## src/rtl/spi_rx_ctrl.sv

```systemverilog
// spi_rx_ctrl: mode-0 SPI slave receive front end with synchronisers and a one-entry valid/ready holding register
module spi_rx_ctrl #(
    parameter int WORD_BITS = 16
) (
    input  logic                 clk,
    input  logic                 n_rst,
    input  logic                 sck,
    input  logic                 ss_n,
    input  logic                 mosi,
    input  logic                 bit_done,
    output logic                 shift_strobe,
    output logic                 cnt_clear,
    output logic [WORD_BITS-1:0] rx_data,
    output logic                 rx_valid,
    input  logic                 rx_ready,
    output logic                 overrun
);
    typedef enum logic {IDLE, RECV} state_t;

    state_t state_q, state_d;
    logic sck_meta_q, sck_meta_d, sck_sync_q, sck_sync_d, sck_prev_q, sck_prev_d;
    logic ss_meta_q, ss_meta_d, ss_sync_q, ss_sync_d;
    logic mosi_meta_q, mosi_meta_d, mosi_sync_q, mosi_sync_d;
    logic strobe_q, strobe_d, done_arm_q, done_arm_d;
    logic rx_valid_q, rx_valid_d, overrun_q, overrun_d;
    logic [WORD_BITS-1:0] shift_q, shift_d, rx_data_q, rx_data_d;
    logic sck_rise, shift_en, capture, accept, frame_start;

    // Event decode; bit_done is honoured only the cycle after a strobe because the counter holds its flag
    always_comb begin
        sck_rise    = sck_sync_q & ~sck_prev_q;
        shift_en    = (state_q == RECV) & sck_rise & ~ss_sync_q;
        capture     = (state_q == RECV) & bit_done & done_arm_q;
        accept      = capture & (~rx_valid_q | rx_ready);
        frame_start = (state_q == IDLE) & ~ss_sync_q;
    end

    // Next values for synchronisers, shift register and holding register
    always_comb begin
        sck_meta_d  = sck;
        sck_sync_d  = sck_meta_q;
        sck_prev_d  = sck_sync_q;
        ss_meta_d   = ss_n;
        ss_sync_d   = ss_meta_q;
        mosi_meta_d = mosi;
        mosi_sync_d = mosi_meta_q;
        shift_d     = (state_q == IDLE) ? '0 : shift_en ? {shift_q[WORD_BITS-2:0], mosi_sync_q} : shift_q;
        strobe_d    = shift_en;
        done_arm_d  = strobe_q;
        rx_data_d   = accept ? shift_q : rx_data_q;
        rx_valid_d  = accept | (rx_valid_q & ~rx_ready);
        overrun_d   = frame_start ? 1'b0 : overrun_q | (capture & rx_valid_q & ~rx_ready);
    end

    // FSM state register
    always_ff @(posedge clk or negedge n_rst) begin
        if (!n_rst) state_q <= IDLE;
        else        state_q <= state_d;
    end

    // FSM next state: a frame opens on select low and closes on select high
    always_comb begin
        state_d = state_q;
        if (state_q == IDLE && !ss_sync_q) state_d = RECV;
        if (state_q == RECV && ss_sync_q)  state_d = IDLE;
    end

    // FSM outputs: the bit counter is held clear while idle
    always_comb begin
        cnt_clear = (state_q == IDLE);
    end

    // Datapath registers
    always_ff @(posedge clk or negedge n_rst) begin
        if (!n_rst) begin
            sck_meta_q  <= 1'b0;
            sck_sync_q  <= 1'b0;
            sck_prev_q  <= 1'b0;
            ss_meta_q   <= 1'b1;
            ss_sync_q   <= 1'b1;
            mosi_meta_q <= 1'b0;
            mosi_sync_q <= 1'b0;
            shift_q     <= '0;
            strobe_q    <= 1'b0;
            done_arm_q  <= 1'b0;
            rx_data_q   <= '0;
            rx_valid_q  <= 1'b0;
            overrun_q   <= 1'b0;
        end else begin
            sck_meta_q  <= sck_meta_d;
            sck_sync_q  <= sck_sync_d;
            sck_prev_q  <= sck_prev_d;
            ss_meta_q   <= ss_meta_d;
            ss_sync_q   <= ss_sync_d;
            mosi_meta_q <= mosi_meta_d;
            mosi_sync_q <= mosi_sync_d;
            shift_q     <= shift_d;
            strobe_q    <= strobe_d;
            done_arm_q  <= done_arm_d;
            rx_data_q   <= rx_data_d;
            rx_valid_q  <= rx_valid_d;
            overrun_q   <= overrun_d;
        end
    end

    assign shift_strobe = strobe_q;
    assign rx_data      = rx_data_q;
    assign rx_valid     = rx_valid_q;
    assign overrun      = overrun_q;
endmodule

```

## config.mk

```make
export PLATFORM = sky130hd
export DESIGN_NAME = spi_rx_ctrl
export DESIGN_NICKNAME = d
export VERILOG_FILES = /design/src/rtl/spi_rx_ctrl.sv
export SDC_FILE = /design/constraint.sdc
export NUM_CORES = 1
export LEC_CHECK = 0
export CAP_MARGIN = 5
export CORE_ASPECT_RATIO = 1.4
export CORE_MARGIN = 1
export CORE_UTILIZATION = 45
export DETAILED_ROUTE_END_ITERATION = 12
export PLACE_DENSITY = 0.72
export SYNTH_ARGS = -nofsm -noshare
export SYNTH_HDL_FRONTEND = slang
export SYNTH_SLANG_ARGS = --single-unit
```

## constraint.sdc

```tcl
create_clock -name clk -period 1.4 [get_ports clk]
set_input_delay 0.14 -clock clk [delete_from_list [all_inputs] [get_ports clk]]
set_output_delay 0.14 -clock clk [all_outputs]
set_load 0.005 [all_outputs]
```

Yosys cells after proc, flatten, opt, wreduce, memory -nomap -nowiden
Cells that the tools add are included.
{ "word_totals": {"out_inout_bits": 20, "reg_bits": 44, "in_bits": 7, "wordCells": 42} }
{ "op_classes": {"eq_ne": 1, "bitwise": 18, "muxes": 5, "n_reduce_logical": 4} }
{ "ops": {"columns": ["operator", "n"], "rows": [
  ["$mux W16", 2],
  ["$and A1 B1 Y1", 10],
  ["$not A1 Y1", 5],
  ["$mux W1", 3],
  ["$or A1 B1 Y1", 3],
  ["$logic_and A1 B1 Y1", 2],
  ["$ne A2 B1 Y1 const B", 1],
  ["$reduce_bool A2 Y1", 1],
  ["$logic_not A1 Y1", 1]
]} }

Depth between registers and ports, before layout
{ "logic_depth": {"word_depth": 6, "depth_mapped": 5} }

Worst setup path after synthesis
OpenSTA, ideal clock, no wires.
{ "synth_path": {"path_kind": "reg2reg", "startpoint": "register rx_valid_q (netlist: rx_valid)", "endpoint": "register rx_data_q[10] (netlist: rx_data[10])", "stages_incl_launch_ff": 5, "n_path_buf": 1, "setup_slack_ns": 0.077, "t_arrival_ns": 1.198, "setup_time_ns": 0.125, "t_required_ns": 1.275, "cell_sequence": "dfrtp_1 -> and2b_2 -> nor2_8 -> buf_12 -> mux2_4"} }
{ "synth_between": {"elab_chain_len": 3} }
{ "synth_rtl": {"columns": ["element", "line", "text"], "rows": [
  ["start, declared", "25", "logic rx_valid_q, rx_valid_d, overrun_q, overrun_d;"],
  ["start signal, assigned", "101", "rx_valid_q <= rx_valid_d;"],
  ["$not A1 Y1", "34", "accept = capture & (~rx_valid_q | rx_ready);"],
  ["$or A1 B1 Y1", "34", null],
  ["$and A1 B1 Y1", "34", null],
  ["end signal, assigned", "100", "rx_data_q <= rx_data_d;"],
  ["end, declared", "26", "logic [WORD_BITS-1:0] shift_q, shift_d, rx_data_q, rx_data_d;"]
]} }
No other way between the ends.
A chain may end at the register's enable or synchronous reset.

Final worst setup path
{ "layout_path": {"startpoint": "register state_q", "endpoint": "register rx_data_q[11] (netlist: rx_data[11])"} }
{ "layout_between": {"elab_chain_len": 3} }
{ "layout_rtl": {"columns": ["element", "line", "text"], "rows": [
  ["start, declared", "20", "state_t state_q, state_d;"],
  ["start signal, assigned", "58", "else state_q <= state_d;"],
  ["$and A1 B1 Y1 (2 in a row)", "33", "capture = (state_q == RECV) & bit_done & done_arm_q;"],
  ["$and A1 B1 Y1", "34", null]
]} }
No other way between the ends.

==> results.yml <==
worst_setup_path:
  category_of_the_worst_setup_path_capture_point: "flop"
  start_to_end_type_of_the_worst_setup_path: "reg -> reg"
  timing.critical_path.slowest_stage_cell: "sky130_fd_sc_hd__dfrtp_2"
  type_of_element_launching_the_critical_path: "flop"
  timing.critical_path.max_delay_family: "flip-flops"
  timing.critical_path.buf_inv: 2
  cp_cell_sequence: "buf_4 -> nand3_4 -> nor2_8 -> buf_12 -> mux2_4"
  worst-path-max-fanout: 10
  worstPathRequired_ns: 1.58
  critical-path-max-stage-delay_ns: 0.40
  worstPathArrival_ns: 1.53
timing:
  timing.setup.tns_ns: 0
  timing.slew.headroom_pct: 63.3
  final_period_minus_worst_setup_slack_ns: 1.36
  finalMaxSlewViolations: 0
  clock.fmax_mhz: 737
  setup_viol: 0
  timing.final.hold_violations: 0
  final.period_utilization_pct: 96.9
  fin_worst_hold_slack_ns: 0.249
  timing_worst_slew_pin_value_ns: 0.551
  timing.final.ws_setup_ns: 0.0440
  fin_skew_ns: 0.00442
cells_and_area:
  finish.cell_count_without_fillers: 206
  diodes: 0
  postLayoutCellArea_mm2: 0.00218
  final_nets: 172
  post_route_cells_drive_above_1_share_pct: 25.0
  postLayoutCoreUtil_pct: 60.3
  areaGrowthSynthToFinish_pct: 28.6
power:
  power_per_cell_area_mw_per_mm2: 1300
  total_power_consumption_of_the_routed_design_mw: 2.82
  cellLeakagePower_nw: 0.987
  ir_worst_vdd_v: 0.00101
yosys:
  syn_area_mm2: 0.00169
  syn-instance-count: 127
  seq_area_frac_synth_pct: 65.2
  total_nets_after_synthesis: 136
  yosysWarningCount: 0
  synth.lib_cells_used.distinct: 19
  yosys_register_bits: 44
  synth.avg_cell_area_um2: 13.3
flow_run:
  max_cap_viol_count: 0
grt:
  grt-ovfl-total: 0
  grt_max_degree: 34
  first_global_vias: 996
  grt.total_usage_pct: 17.8
  grt_pass1_wl_mm: 4.84
  initial_antenna_violation_count: 0
cts:
  cts_sinks: 44
  worst_setup_hold_path_clk_slew_ns: 0.08
  htree_num_levels: 2
  clock_latency_ns: 0.29
  cts_tree: "done"
  clockRootBuffer: "sky130_fd_sc_hd__clkbuf_8"
  clockBufferDepth: 2
  cts_buffers: 5
route:
  post_drt_wl_per_cell_um: 14.6
  wirelength_mm: 3.01
  routed_via_density: 5.10
  detail-route-antenna-nets: 0
  1st_pass_router_iterations: 4
  drt_iter0_markers: 11
  drc_violations: 0
  vias: 1051
placed_design:
  detailed_place.area_mm2: 0.00201
  placed_cells_incl_taps: 194
  gp_congestion: 0.708
  port_buffers: 26
  post-dp-hpwl_mm: 1.97
  pre_cts_ws_ns: -0.178
floorplanning:
  die_width_um: 53.8
  starting_density_pct: 46.9
  die_height_um: 74.6
  die-area_mm2: 0.00401
  core_mm2: 0.00361
  top_level_ports: 27
  core.rowCount: 26
hold_path:
  hold_path_class: "in -> reg"
outcome:
  status: "finished clean"
area by class of cell:
class,count,area [µm²]
clock buffers,7,96.3
clock inverters,1,30.0
fillers,293,1430
inverters,3,11.3
multi-input cells,74,533
flip-flops and latches,44,1100
well taps,42,52.6
repair buffers,35,349
state kept, by name, summed over array words and instances (netlist names):
signal and flops:
overrun 1, done_arm_q 1, ss_sync_q 1, mosi_meta_q 1
mosi_sync_q 1, sck_meta_q 1, state_q 1, rx_data 16
sck_prev_d 1, shift_strobe 1, rx_valid 1, sck_prev_q 1
ss_meta_q 1, shift_q 16
cell usage after synthesis (all sizes together):
cell	instances	area [µm²]
dfrtp	42	1050
nand2	32	120
o21ai	17	85.1
mux2	16	218
buf	4	41.3
inv	3	11.3
clkbuf	2	7.51
dfstp	2	52.6
ha	2	25.0
nor2	2	23.8
a41oi	1	8.76
and2b	1	8.76
and4bb	1	12.5
mux2i	1	10.0
nand3	1	17.5
layer usage:
layer	GRT usage, %	wire length [µm]
met2	26.5	1490
met3	5.73	151
met5	0	0
met4	8.77	67
met1	23.2	1300
timing repair:
action,in CTS,in global routing
gates resized for setup,4,0
hold endpoints to repair,21,0
endpoints found under the setup margin,17,3
hold buffers,1,0
buffers inserted,2,1
cells in the final DEF, fill, tap and decap left out:
cell and count:
sky130_fd_sc_hd__dfrtp_1 41, sky130_fd_sc_hd__nand2_1 32, sky130_fd_sc_hd__clkdlybuf4s50_1 24, sky130_fd_sc_hd__o21ai_0 17
sky130_fd_sc_hd__mux2_4 10, sky130_fd_sc_hd__clkbuf_8 7, sky130_fd_sc_hd__mux2_2 6, sky130_fd_sc_hd__buf_4 6
sky130_fd_sc_hd__inv_1 2, sky130_fd_sc_hd__ha_1 2, sky130_fd_sc_hd__buf_12 2, sky130_fd_sc_hd__dfstp_2 2
sky130_fd_sc_hd__nand3_4 1, sky130_fd_sc_hd__and2b_2 1, sky130_fd_sc_hd__a41oi_1 1, sky130_fd_sc_hd__nor2_1 1
sky130_fd_sc_hd__and4bb_4 1, sky130_fd_sc_hd__inv_2 1, sky130_fd_sc_hd__nor2_8 1, sky130_fd_sc_hd__mux2i_1 1
sky130_fd_sc_hd__bufinv_16 1, sky130_fd_sc_hd__dlygate4sd3_1 1, sky130_fd_sc_hd__buf_2 1, sky130_fd_sc_hd__dlygate4sd2_1 1
sky130_fd_sc_hd__dfrtp_2 1
cell families after synthesis:
group / count (synthesis) / synth area share (%)
buffers and inverters: 9 / 3.55
multiplexers: 17 / 13.5
AND/OR/NAND/NOR: 37 / 10.8
flip-flops: 44 / 65.2
adder cells (fa/ha/maj): 2 / 1.48
AO/OA/AOI/OAI: 18 / 5.54
worst paths after layout:
kind	startpoint	end	slack, ns	depth (start not counted)
setup / recovery	state_q	rx_data[11]	0.04	5
hold / removal	ss_n	ss_meta_q	0.25	1
setup reg to reg	state_q	rx_data[11]	0.04	5
hold reg to reg	mosi_meta_q	mosi_sync_q	0.36	0
max in group asynchronous	n_rst	shift_strobe	0.49	3
min in group asynchronous	n_rst	sck_meta_q	0.36	2
where the power goes:
| part | internal, mW | switching (mW) | total, mW |
|---|---|---|---|
| Clock | 0.629 | 0.414 | 1.04 |
| Combinational | 0.199 | 0.210 | 0.410 |
| Sequential | 1.33 | 0.0391 | 1.37 |
No activity file was read; power rests on OpenSTA's default activity.
